### src/rtl/led_scheduler.sv
// -----------------------------------------------------------------------------
// led_scheduler
//
// Time-shares an 8-LED bank between N_REQ status requesters. A granted
// requester's pattern is latched and shown for HOLD_CYCLES clocks, or until
// that requester drops its request. Grants rotate round-robin. With nothing
// requested, the bank shows a heartbeat blink.
//
// Build option:
//   LED_HEARTBEAT_EN  defined   -> idle blink, reset value of led is 8'hFF
//                     undefined -> no beat counter, idle led is 8'h00
// -----------------------------------------------------------------------------
module led_scheduler #(
    parameter int N_REQ       = 4,
    parameter int HOLD_CYCLES = 50_000_000,
    parameter int BEAT_CYCLES = 50_000_000
) (
    input  logic               clk,
    input  logic               rst,
    input  logic [N_REQ-1:0]   req,
    input  logic [8*N_REQ-1:0] pattern,
    output logic [N_REQ-1:0]   grant,
    output logic [7:0]         led,
    output logic               busy
);

    // -------------------------------------------------------------------------
    // Derived sizes and constants
    // -------------------------------------------------------------------------
    localparam int PTR_W  = (N_REQ > 1)       ? $clog2(N_REQ)       : 1;
    localparam int HOLD_W = (HOLD_CYCLES > 1) ? $clog2(HOLD_CYCLES) : 1;

    localparam logic [HOLD_W-1:0] HOLD_LAST = HOLD_W'(HOLD_CYCLES - 1);
    localparam logic [PTR_W-1:0]  PTR_LAST  = PTR_W'(N_REQ - 1);

`ifdef LED_HEARTBEAT_EN
    localparam int BEAT_W = (BEAT_CYCLES > 1) ? $clog2(BEAT_CYCLES) : 1;
    localparam logic [BEAT_W-1:0] BEAT_LAST = BEAT_W'(BEAT_CYCLES - 1);
    // Value the bank shows on entry to IDLE (first heartbeat phase is "on").
    localparam logic [7:0]        IDLE_LED  = 8'hFF;
`else
    localparam logic [7:0]        IDLE_LED  = 8'h00;
`endif

    // Reject illegal configurations at elaboration time.
    if (N_REQ < 1 || N_REQ > 8) begin : g_bad_n_req
        $error("led_scheduler: N_REQ must be in 1..8");
    end
    if (HOLD_CYCLES < 1) begin : g_bad_hold
        $error("led_scheduler: HOLD_CYCLES must be >= 1");
    end
    if (BEAT_CYCLES < 1) begin : g_bad_beat
        $error("led_scheduler: BEAT_CYCLES must be >= 1");
    end

    typedef enum logic {
        IDLE = 1'b0,
        SHOW = 1'b1
    } state_t;

    // -------------------------------------------------------------------------
    // State and registered outputs
    // -------------------------------------------------------------------------
    state_t              state, next_state;
    logic [HOLD_W-1:0]   hold_cnt, hold_d;
    logic [PTR_W-1:0]    rr_ptr, rr_d;
    logic [PTR_W-1:0]    cur_idx, cur_d;     // requester currently shown
    logic [N_REQ-1:0]    grant_d;
    logic [7:0]          led_d;
    logic                busy_d;
`ifdef LED_HEARTBEAT_EN
    logic [BEAT_W-1:0]   beat_cnt, beat_d;
`endif

    // -------------------------------------------------------------------------
    // Arbitration helpers
    // -------------------------------------------------------------------------
    logic [7:0]          pat_arr [N_REQ];
    logic [PTR_W-1:0]    ptr_adv;            // rr_ptr value after the current slot
    logic [PTR_W-1:0]    arb_base;
    logic [PTR_W-1:0]    arb_idx;
    logic                arb_found;
    int                  arb_cand;
    logic                slot_end;
    logic                take;               // load a new winner this edge

    // Unpack the flat pattern bus into one byte per requester.
    always_comb begin
        for (int i = 0; i < N_REQ; i++) begin
            pat_arr[i] = pattern[8*i +: 8];
        end
    end

    // Pointer value one past the current winner, wrapping at N_REQ.
    always_comb begin
        if (cur_idx == PTR_LAST) begin
            ptr_adv = '0;
        end else begin
            ptr_adv = cur_idx + PTR_W'(1);
        end
    end

    // A slot ends on hold expiry or when the shown requester lets go; both
    // together still count as one slot end.
    assign slot_end = (state == SHOW) && ((hold_cnt == HOLD_LAST) || !req[cur_idx]);

    // Rotating priority search. At a slot end the search already starts from
    // the advanced pointer so back-to-back grants follow round-robin order.
    always_comb begin
        // NOTE: every signal written in a combinational block gets a default
        // first, so no path can leave it unassigned and infer a latch.
        arb_base  = slot_end ? ptr_adv : rr_ptr;
        arb_found = 1'b0;
        arb_idx   = '0;
        arb_cand  = 0;
        for (int k = 0; k < N_REQ; k++) begin
            arb_cand = int'(arb_base) + k;
            if (arb_cand >= N_REQ) begin
                arb_cand = arb_cand - N_REQ;
            end
            if (!arb_found && req[PTR_W'(arb_cand)]) begin
                arb_found = 1'b1;
                arb_idx   = PTR_W'(arb_cand);
            end
        end
    end

    assign take = arb_found && ((state == IDLE) || slot_end);

    // -------------------------------------------------------------------------
    // FSM: state register (also holds the registered outputs and counters)
    // -------------------------------------------------------------------------
    always_ff @(posedge clk or posedge rst) begin
        // NOTE: sequential state uses non-blocking assignments so every
        // register samples pre-edge values, independent of statement order.
        if (rst) begin
            state    <= IDLE;
            grant    <= '0;
            busy     <= 1'b0;
            led      <= IDLE_LED;
            hold_cnt <= '0;
            rr_ptr   <= '0;
            cur_idx  <= '0;
`ifdef LED_HEARTBEAT_EN
            beat_cnt <= '0;
`endif
        end else begin
            state    <= next_state;
            grant    <= grant_d;
            busy     <= busy_d;
            led      <= led_d;
            hold_cnt <= hold_d;
            rr_ptr   <= rr_d;
            cur_idx  <= cur_d;
`ifdef LED_HEARTBEAT_EN
            beat_cnt <= beat_d;
`endif
        end
    end

    // FSM: next-state decision.
    always_comb begin
        next_state = state;
        unique case (state)
            IDLE: begin
                if (arb_found) begin
                    next_state = SHOW;
                end
            end
            SHOW: begin
                if (slot_end && !arb_found) begin
                    next_state = IDLE;
                end
            end
            default: next_state = IDLE;
        endcase
    end

    // FSM: next values of outputs, counters and pointer.
    always_comb begin
        grant_d = grant;
        led_d   = led;
        busy_d  = busy;
        hold_d  = hold_cnt;
        rr_d    = rr_ptr;
        cur_d   = cur_idx;
`ifdef LED_HEARTBEAT_EN
        beat_d  = beat_cnt;
`endif

        if (slot_end) begin
            rr_d = ptr_adv;
        end

        if (take) begin
            // New winner: latch its pattern now; later pattern changes are ignored.
            grant_d          = '0;
            grant_d[arb_idx] = 1'b1;
            led_d            = pat_arr[arb_idx];
            hold_d           = '0;
            busy_d           = 1'b1;
            cur_d            = arb_idx;
        end else if (slot_end) begin
            // Slot over and nobody waiting: back to the idle display.
            grant_d = '0;
            busy_d  = 1'b0;
            led_d   = IDLE_LED;
`ifdef LED_HEARTBEAT_EN
            beat_d  = '0;
`endif
        end else if (state == SHOW) begin
            hold_d = hold_cnt + HOLD_W'(1);
        end else begin
`ifdef LED_HEARTBEAT_EN
            // Heartbeat: flip the whole bank at the end of each phase.
            if (beat_cnt == BEAT_LAST) begin
                beat_d = '0;
                led_d  = ~led;
            end else begin
                beat_d = beat_cnt + BEAT_W'(1);
            end
`endif
        end
    end

endmodule
### config.mk
export PLATFORM = sky130hd
export DESIGN_NAME = led_scheduler
export DESIGN_NICKNAME = d
export VERILOG_FILES = /design/src/rtl/led_scheduler.sv
export SDC_FILE = /design/constraint.sdc
export NUM_CORES = 1
export LEC_CHECK = 0
export BUFFER_PORTS_ARGS = -buffer_cell sky130_fd_sc_hd__buf_2
export CAP_MARGIN = 0
export CORE_MARGIN = 3
export CORE_UTILIZATION = 50
export DETAILED_ROUTE_END_ITERATION = 10
export PLACE_DENSITY = 0.74
export SLEW_MARGIN = 30
export SYNTH_ARGS = -nofsm -noshare
export SYNTH_HDL_FRONTEND = slang
export SYNTH_SLANG_ARGS = --single-unit
### constraint.sdc
create_clock -name clk -period 3.6 [get_ports clk]
set_input_delay 0.54 -clock clk [delete_from_list [all_inputs] [get_ports clk]]
set_output_delay 0.54 -clock clk [all_outputs]
set_load 0.05 [all_outputs]
==> impl_metrics.csv <==
group,metric,value,unit
synth,async_flop_share,100,%
floorplan,ios,51,
floorplan,fp.dieW,76.4,µm
layout,final_area,2910,µm²
cts,htreeDepth,2,
synth,yosys_warnings,0,
cts,hold_buffers,0,
run,cap_violations,0,
worst_setup_path,cp.buffers_inverters,1,
routing,drt_wl_total,5360,µm
worst_setup_path,path_cells,"nand4_2 > or4_1 > o21ai_4 > mux2_2 > a221oi_4 > buf_4 > mux2i_1 > o221ai_1",
layout,drive_above_1_share,23.6,%
grt,grt_overflow,0,
floorplan,die_y,76.4,µm
placement,gp_congestion,0.911,
synth,synth_compound_area_share,14.0,%
floorplan,die_area,5840,µm²
sta,max_freq,333,MHz
layout,final_cell_mix,"buf_2, nand2_1, dfrtp_1",
synth,syn_avg_cell_area,9.54,µm²
grt,grt_pass1_wl,9060,µm
sta,rsz0062_at_grt,"false",
power_and_ir_drop,vdd.ir_drop.worst,438,µV
worst_setup_path,cp.required,3750,ps
sta,setup_slack,600,ps
floorplan,rows,25,
routing,drc,0,
synth,ys_types,43,
grt,grt_pass1_vias,1946,
synth,synth_area_leaders,"dfrtp_1, mux2i_1, nand2_1, o21ai_0, nand3_1",
routing,routed_via_density,5.57,
sta,setup_viol,0,
cts,cts_tree,"done",
sta,min_period,3000,ps
hold_path,hold_path.class,"input pin to async pin",
synth,synth_nets,300,
layout,final_util,61.2,%
synth,yosysTopAreaCellShare,44.4,%
sta,hold_violations,0,
cts,post_cts_buffers,0,
placement,post-place-ws,504,ps
synth,synth_area_leader_cell,"dfrtp_1",
routing,via_count,2116,
power_and_ir_drop,p_leak,1.40,nW
synth,synth-edff-count,0,
synth,synth-simple-area-share,21.6,%
placement,dp_hpwl,3910,µm
synth,ys_ff_latch,44,
synth,synthAdderAreaFrac,1.01,%
synth,syn_inst,260,
grt,track_usage,18.8,%
cts,cts_buffers,5,
worst_setup_path,path_delay_family,"simple AND/OR/NAND/NOR gates",
layout,mostFrequentLayoutCell,"buf_2",
cts,clock_latency,290,ps
worst_setup_path,cp_max_fo,10,
sta,finalMaxSlewViolations,0,
synth,syn-cell-area,2480,µm²
sta,tns,0,ps
layout,fin_nets,352,
synth,yosys.area_share.xor_xnor,0.353,%
worst_setup_path,slowest_stage,"or4_1",
routing,firstDrtPassIters,4,
routing,ant_nets,0,
worst_setup_path,cpPeakStageDelay,680,ps
floorplan,core,4750,µm²
layout,antenna_cells,0,
cts,root_buffer,"clkbuf_8",
cts,cts.clk_slew.worst_paths,80,ps
synth,synth_top_family_by_area,"simple AND/OR/NAND/NOR gates",
placement,post_dp_cell_area,2790,µm²
cts,clock_sinks,44,
cts,clockBufferDepth,2,
power_and_ir_drop,power.density,733,nW/µm²
sta,clock_skew,5.51,ps
grt,grt_max_degree,45,
sta,max_slew_margin,39.7,%
synth,synth_mux_area_share,13.9,%
grt,grt_antenna_before_repair,0,
floorplan,initial_utilization,52.2,%
sta,tightest_slew,901,ps
worst_setup_path,worstPathArrival,3150,ps
sta,period_share,83.3,%
routing,post_drt_wl_per_cell,14.1,µm
worst_setup_path,start_kind,"flop",
cts,cts-resized-gates,0,
worst_setup_path,critPathKind,"flop to flop",
layout,area_delta_synth_final,17.3,%
run_status,status,"finished clean",
synth,synthFlopType,"dfrtp_1",
routing,drt_iter0_drc,151,
synth,ys_seq_area_share,44.4,%
placement,io_buffers,50,
worst_setup_path,end_kind,"flop",
## stage by stage
step | power [mW] | std cells | hold WS, ps
after floorplan | 1.54 | 260 | 449
after global placement | 1.73 | 372 | 458
after detailed placement | 1.75 | 372 | 465
after CTS | 2.15 | 380 | 385
after global routing | 2.28 | 380 | 430
final | 2.13 | 380 | 358
## cell families after synthesis
kind of cell	Yosys count
AO/OA/AOI/OAI	51
XOR/XNOR	1
adder cells (fa/ha/maj)	2
AND/OR/NAND/NOR	107
multiplexers	33
buffers and inverters	22
flip-flops	44
## synth_stat cells, types with 2 or more instances
cell       instances
o21ai_0           25
o2111ai_1          2
nand4_1            5
nand3_1           20
buf_4              2
o221ai_1           8
clkbuf_1           4
mux2i_1           31
nand2_1           46
ha_1               2
nand4_2            2
and3_1             5
or2_2              2
nor4_1             3
o31ai_1            7
nor3_1             3
nand2b_1           3
inv_1             12
o21a_1             2
dfrtp_1           44
and2_1             2
a21oi_1            2
nor2_1             8
## power by group
group          switching, mW  internal (mW)  total (mW)
clock network          0.169          0.227       0.396
registers             0.0769          0.601       0.678
logic                  0.696          0.364        1.06
## metal layers
layer,track usage [%],routed length [µm],vias to the layer above,share of wire (%)
li1,-,-,1048,-
met1,25.5,2420,1028,45
met2,30.4,2680,36,50
met3,3.90,216,4,4.0
met4,5.25,39,0,0.73
met5,0,0,-,0
## worst reg2reg max path, stage by stage (launching register included)
cell	delay [ps]
dfrtp_1	440
nand4_2	150
or4_1	680
o21ai_4	310
mux2_2	400
a221oi_4	290
buf_4	250
mux2i_1	220
o221ai_1	130
## state kept, by name (all words and copies together), names as in the netlist
name      flops
cur_idx       2
busy          1
led           8
state         1
rr_ptr        2
hold_cnt     26
grant         4
## area by class of cell
cell class / instances / area, µm²
Fill cell: 410 / 1840
Tap cell: 67 / 83.8
Multi-Input combinational cell: 194 / 1270
Inverter: 12 / 45.0
Sequential cell: 44 / 1100
Clock buffer: 6 / 82.6
Timing Repair Buffer: 55 / 288
Clock inverter: 2 / 38.8
## path summary, 6_finish.rpt
| check | start | endpoint | slack, ps | cells past startpoint |
|---|---|---|---|---|
| max | hold_cnt[13] | led[6] | 600 | 8 |
| min | rst | led[2] | 360 | 3 |
| max reg2reg | hold_cnt[13] | led[6] | 600 | 8 |
| min reg2reg | grant[0] | grant[0] | 480 | 2 |
| max in group asynchronous | rst | hold_cnt[9] | 2850 | 3 |
| min in group clk | grant[0] | grant[0] | 480 | 2 |
Power figures use the tool's default switching activity.
